File: config.mk
export PLATFORM = sky130hd
export DESIGN_NAME = instruction_fetch_unit
export DESIGN_NICKNAME = d
export VERILOG_FILES = /design/src/rtl/ifetch_pkg.sv /design/src/rtl/ifetch_pc.sv /design/src/rtl/instruction_fetch_unit.sv
export SDC_FILE = /design/constraint.sdc
export NUM_CORES = 1
export LEC_CHECK = 0
export BUFFER_PORTS_ARGS = -buffer_cell sky130_fd_sc_hd__buf_4
export CAP_MARGIN = 20
export CORE_UTILIZATION = 44
export DETAILED_ROUTE_END_ITERATION = 10
export MAX_ROUTING_LAYER = met4
export PLACE_DENSITY = 0.77
export REMOVE_ABC_BUFFERS = 1
export SLEW_MARGIN = 20
export SYNTH_ARGS = -nofsm -noshare
export SYNTH_HDL_FRONTEND = slang
export SYNTH_SLANG_ARGS = --single-unit
File: constraint.sdc
create_clock -name Clk -period 2 [get_ports Clk]
set_clock_uncertainty 0.15 [all_clocks]
set_input_delay 0.3 -clock Clk [delete_from_list [all_inputs] [get_ports Clk]]
set_output_delay 0.3 -clock Clk [all_outputs]
set_load 0.1 [all_outputs]
File: src/rtl/ifetch_pkg.sv
`default_nettype none
// ============================================================================
// Module   : ifetch_pkg
// Purpose  : Shared types and constants for the instruction fetch unit:
//            the fetch FSM state encoding, the HALT opcode value and the
//            positions of the opcode/operand fields in an instruction word.
// Ports    : none (package)
// Config   : IFETCH_HALT_EN (consumed by instruction_fetch_unit) makes
//            OP_HALT stop the fetch stream.
// Revision : 1.0 - initial release
// ============================================================================
package ifetch_pkg;

    // Fetch FSM states, explicit 2-bit encoding.
    typedef enum logic [1:0] {
        IDLE = 2'd0,
        REQ  = 2'd1,
        HOLD = 2'd2,
        HALT = 2'd3
    } ifetch_state_t;

    // Opcode that parks the fetch unit when the halt feature is built in.
    localparam logic [3:0] OP_HALT = 4'b1110;

    // The opcode is the top OPC_W bits of the word; the operand is the rest,
    // starting at bit OPND_LSB.
    localparam int OPC_W    = 4;
    localparam int OPND_LSB = 0;

    // Bit index of the opcode LSB for a given instruction width.
    function automatic int opc_lsb(input int instr_w);
        return instr_w - OPC_W;
    endfunction

endpackage : ifetch_pkg
`default_nettype wire

File: src/rtl/ifetch_pc.sv
`default_nettype none
// ============================================================================
// Module   : ifetch_pc
// Purpose  : Program counter register. Loads RESET_PC on reset; on each
//            advance strobe loads either branch_target or pc+1 (wrapping
//            modulo 2^ADDR_W).
// Ports    : clk, reset      - clock, synchronous active-high reset
//            advance         - one-cycle strobe: update the PC this edge
//            branch          - take branch_target instead of pc+1 on advance
//            branch_target   - branch destination
//            pc              - current program counter
// Revision : 1.0 - initial release
// ============================================================================
module ifetch_pc #(
    parameter int                ADDR_W   = 8,
    parameter logic [ADDR_W-1:0] RESET_PC = '0
) (
    input  logic              clk,
    input  logic              reset,
    input  logic              advance,
    input  logic              branch,
    input  logic [ADDR_W-1:0] branch_target,
    output logic [ADDR_W-1:0] pc
);

    logic [ADDR_W-1:0] pc_q;
    logic [ADDR_W-1:0] pc_inc;

    // Natural overflow of the ADDR_W-bit add gives the all-ones -> 0 wrap.
    assign pc_inc = pc_q + {{(ADDR_W-1){1'b0}}, 1'b1};

    always_ff @(posedge clk) begin
        if (reset) begin
            pc_q <= RESET_PC;
        end else if (advance) begin
            pc_q <= branch ? branch_target : pc_inc;
        end
    end

    assign pc = pc_q;

endmodule : ifetch_pc
`default_nettype wire

File: src/rtl/instruction_fetch_unit.sv
`default_nettype none
// ============================================================================
// Module   : instruction_fetch_unit
// Purpose  : Fetches instruction words from program memory into an
//            instruction register and hands opcode/operand downstream with a
//            valid/ready handshake. Owns the PC (increment or branch load).
// Ports    : Clk, Reset                 - clock, sync active-high reset
//            MemReq/MemAddr/MemAck/MemData - program memory read port
//            OpCode, Operand, InstrValid  - instruction to the decoder
//            InstrReady                   - decoder consumes on Valid&&Ready
//            Branch, BranchTarget         - PC redirect, used on handshake
//            PC                           - current / pending address
//            Halted                       - HALT state reached
// Config   : `define IFETCH_HALT_EN to make opcode 4'b1110 park the unit in
//            HALT until reset. Without it Halted is tied low.
// Revision : 1.0 - initial release
// ============================================================================
module instruction_fetch_unit
    import ifetch_pkg::*;
#(
    parameter int                ADDR_W   = 8,
    parameter int                INSTR_W  = 16,
    parameter logic [ADDR_W-1:0] RESET_PC = '0
) (
    input  logic                 Clk,
    input  logic                 Reset,
    output logic                 MemReq,
    output logic [ADDR_W-1:0]    MemAddr,
    input  logic                 MemAck,
    input  logic [INSTR_W-1:0]   MemData,
    output logic [OPC_W-1:0]     OpCode,
    output logic [INSTR_W-5:0]   Operand,
    output logic                 InstrValid,
    input  logic                 InstrReady,
    input  logic                 Branch,
    input  logic [ADDR_W-1:0]    BranchTarget,
    output logic [ADDR_W-1:0]    PC,
    output logic                 Halted
);

    localparam int OPC_LSB = opc_lsb(INSTR_W);

    ifetch_state_t        state_q;
    ifetch_state_t        state_d;
    logic [INSTR_W-1:0]   instr_q;
    logic [ADDR_W-1:0]    pc;
    logic                 handshake;
    logic                 halt_hit;
    logic                 advance;
    logic                 load_ir;

    // ------------------------------------------------------------------
    // Handshake / control decode
    // ------------------------------------------------------------------
    assign handshake = (state_q == HOLD) && InstrReady;
    // Ack only counts while a request is actually outstanding.
    assign load_ir   = (state_q == REQ) && MemAck;

`ifdef IFETCH_HALT_EN
    assign halt_hit  = (instr_q[INSTR_W-1:OPC_LSB] == OP_HALT);
`else
    assign halt_hit  = 1'b0;
`endif

    // A consumed HALT leaves the PC pointing at the HALT instruction.
    assign advance   = handshake && !halt_hit;

    // ------------------------------------------------------------------
    // FSM: state register
    // ------------------------------------------------------------------
    always_ff @(posedge Clk) begin
        if (Reset) begin
            state_q <= IDLE;
        end else begin
            state_q <= state_d;
        end
    end

    // ------------------------------------------------------------------
    // FSM: next-state logic
    // ------------------------------------------------------------------
    always_comb begin
        state_d = state_q;
        case (state_q)
            IDLE:    state_d = REQ;
            REQ:     if (MemAck) state_d = HOLD;
            HOLD:    if (handshake) state_d = halt_hit ? HALT : REQ;
            HALT:    state_d = HALT;
            default: state_d = IDLE;
        endcase
    end

    // ------------------------------------------------------------------
    // FSM: outputs (decoded from the state register only)
    // ------------------------------------------------------------------
    always_comb begin
        MemReq     = (state_q == REQ);
        InstrValid = (state_q == HOLD);
`ifdef IFETCH_HALT_EN
        Halted     = (state_q == HALT);
`else
        Halted     = 1'b0;
`endif
    end

    // ------------------------------------------------------------------
    // Instruction register
    // ------------------------------------------------------------------
    always_ff @(posedge Clk) begin
        if (Reset) begin
            instr_q <= '0;
        end else if (load_ir) begin
            instr_q <= MemData;
        end
    end

    assign OpCode  = instr_q[INSTR_W-1:OPC_LSB];
    assign Operand = instr_q[OPC_LSB-1:OPND_LSB];

    // ------------------------------------------------------------------
    // Program counter
    // ------------------------------------------------------------------
    ifetch_pc #(
        .ADDR_W   (ADDR_W),
        .RESET_PC (RESET_PC)
    ) u_pc (
        .clk           (Clk),
        .reset         (Reset),
        .advance       (advance),
        .branch        (Branch),
        .branch_target (BranchTarget),
        .pc            (pc)
    );

    assign MemAddr = pc;
    assign PC      = pc;

endmodule : instruction_fetch_unit
`default_nettype wire

==> flow_summary.json <==
{
  "diodes": 0,
  "synth_compound_area_share_pct": 19.94,
  "critPathCaptureType": "output pin",
  "critPathKind": "reg -> out",
  "port_buffers": 62,
  "swShare_pct": 37.68,
  "synth-simple-area-share_pct": 24.60,
  "cp-start-kind": "register",
  "yosys-top-cells-count": "nand2_1 (34), dfxtp_1 (26), a21oi_1 (18)",
  "p_comb_share_pct": 31.9,
  "htree_levels": 1,
  "die_w_microns": 55.54,
  "seq_power_share_pct": 49.3,
  "ctsHoldBuffers": 0,
  "cts_root_buffer": "clkbuf_4",
  "clkLatencyLatePin_ns": 0.31,
  "die_area_sq_mm": 0.003085,
  "worstMarginPinSlew_ns": 0.6063,
  "cts_buffers": 3,
  "routabilityCongestion": 0.8028,
  "path_clk_slew_ns": 0.13,
  "cts_sinks": 26,
  "stdcell_area_sq_mm": 0.001663,
  "cp.arrival_ns": 1.34,
  "min_period_ns": 1.789,
  "grt_pass1_vias": 1077,
  "fp.coreArea_sq_mm": 0.002734,
  "synth_seq_area_share_pct": 41.27,
  "synth.most_common_cell": "nand2_1",
  "drtIter0Drc": 46,
  "yosysUniqueCellTypes": 37,
  "hpwl_microns": 2051,
  "viasPerCell": 5.191,
  "drv_slew": 0,
  "place_area_sq_mm": 0.001640,
  "yosys_warnings": 0,
  "track_usage_pct": 18.84,
  "slew_headroom_pct": 59.46,
  "grt_pass1_wl_microns": 4616,
  "route.detailed.drc": 0,
  "io_pins": 64,
  "rsz0062_at_grt": "no",
  "ys.flop_type": "dfxtp_1",
  "std_cell_rows": 19,
  "vias": 1194,
  "die_h_microns": 55.54,
  "initial_core_util_pct": 46.13,
  "fin_util_pct": 60.82,
  "routedWlPerCell_microns": 12.06,
  "synth_edf_count": 0,
  "syn_inst": 152,
  "synth_area_leaders": "dfxtp_1 (41%), nand2_1 (10%), a21oi_1 (7.1%), buf_4 (6.0%), mux2i_1 (2.4%)",
  "intPower_mw": 0.7064,
  "synth_top_family_by_area": "simple AND/OR/NAND/NOR gates",
  "powerDensity_mw_per_mm2": 681.7,
  "drive_gt1_share_pct": 34.67,
  "fmax_ghz": 0.5590,
  "ctsResizeCount": 0,
  "min_period_over_period_pct": 89.45,
  "netlist_area_sq_mm": 0.001261,
  "synthArstFlopShare_pct": 0,
  "vdd_drop_max_v": 0.0004083,
  "antenna_found_initial": 0,
  "drt_wl_total_microns": 2774,
  "grt_overflow_total": 0,
  "synth_area_per_cell_sq_um": 8.297,
  "yosysTopAreaCell": "dfxtp_1",
  "synth_xor_area_share_pct": 0,
  "synthAdderAreaFrac_pct": 0.9921,
  "p_sw_mw": 0.4271,
  "hold_violations": 0,
  "slowest_delay_ns": 0.46,
  "first_pass_iters": 4,
  "post_cts_buffers": 0,
  "final-setup-viol-count": 0,
  "ant_nets": 0,
  "ys_seq_elements": 26,
  "crit_slowest_cell": "dfxtp_1",
  "crit_path_cell_trace": "nor2b_1, buf_4",
  "cts_tree": "built",
  "status": "finished, final reports clean",
  "p_leak_nw": 0.7167,
  "synth_top_area_share_pct": 41.27,
  "clockBufferDepth": 2,
  "clkPwrFrac_pct": 18.8,
  "cp_data_required_time_ns": 1.55,
  "crit_path_max_fanout": 8,
  "area_growth_pct": 31.84,
  "fillCellCount": 256,
  "maxCapViolCount": 0,
  "synthMuxAreaShare_pct": 2.381,
  "grt_max_degree": 32,
  "hp-class": "in -> reg",
  "fin_nets": 231
}
layer usage:
metal | GRT usage, % | share of wire (%) | vias to the layer above
li1 | - | - | 611
met1 | 22.34 | 43 | 536
met5 | - | 0 | -
met2 | 32.87 | 50 | 47
met3 | 3.747 | 6.7 | 0
met4 | 4.286 | 0 | 0
cells in the final DEF, fill, tap and decap left out, types with 2 or more instances in the layout:
cell | synthesis | layout
a21oi_1 | 18 | 18
clkbuf_4 | 0 | 3
and2_1 | 3 | 3
nor2_1 | 5 | 5
o21ai_0 | 5 | 5
and3b_1 | 2 | 2
dfxtp_1 | 26 | 26
nand2_1 | 34 | 34
mux2i_1 | 3 | 3
a31oi_1 | 2 | 2
nand4_1 | 2 | 2
buf_4 | 10 | 62
o211ai_1 | 2 | 2
or3_1 | 2 | 2
inv_1 | 2 | 2
nor2b_1 | 3 | 3
nand3b_1 | 3 | 3
nor3b_1 | 2 | 2
a32oi_1 | 2 | 2
a211oi_1 | 2 | 2
nand2b_1 | 3 | 3
final cells by class:
class	count	area [sq um]	area share, %
flip-flops and latches	26	520.5	31.30
multi-input cells	106	608.1	36.57
inverters	2	7.507	0.4515
repair buffers	62	465.4	27.99
well taps	31	38.79	2.333
clock buffers	3	22.52	1.354
cells by family (layout without fill, tap and decap cells):
logic type	after synthesis	after routing
other	1	1
adders and majority gates	1	1
and+or+nand+nor	63	63
AOI/OAI and AO/OA	38	38
muxes	3	3
DFF	26	26
buffers and inverters	20	67
flip-flops by register name, summed over array words and instances (netlist names):
signal,cells
state_q,2
u_pc.pc,8
instr_q,16
through the flow:
step	setup TNS, ns	power (mW)	worst slack, ns	std cells	hold slack (ns)
after floorplan	-6.773	0.8222	-0.9682	134	0.2146
after global placement	0	0.9281	0.5230	227	0.2936
after detailed placement	0	0.9335	0.4552	227	0.2988
after CTS	0	1.142	0.2142	230	0.06662
after global routing	0	1.189	0.08868	230	0.04997
final	0	1.134	0.2109	230	0.06677
critical path: cells and delay by family, from the launching register on:
kind | cells | cell delay (ns)
buffers and inverters | 1 | 0.33
flip-flops | 1 | 0.46
AND/OR/NAND/NOR | 1 | 0.23
power by group through the flow:
stage / sequential [mW] / clock [mW] / combinational [mW]
after floorplan: 0.735 / 0 / 0.0872
after global placement: 0.569 / 0 / 0.359
after detailed placement: 0.571 / 0 / 0.363
after CTS: 0.559 / 0.220 / 0.363
after global routing: 0.564 / 0.247 / 0.378
final: 0.559 / 0.213 / 0.361
path summary, 6_finish.rpt:
path | to | cells past startpoint | slack (ns) | start
setup / recovery | InstrValid | 2 | 0.21 | state_q[1]
hold / removal | instr_q[14] | 3 | 0.07 | MemData[14]
setup reg to reg | u_pc.pc[6] | 4 | 0.43 | u_pc.pc[0]
hold reg to reg | instr_q[12] | 2 | 0.31 | instr_q[12]
Note: power is estimated with default switching activity, not from simulation.
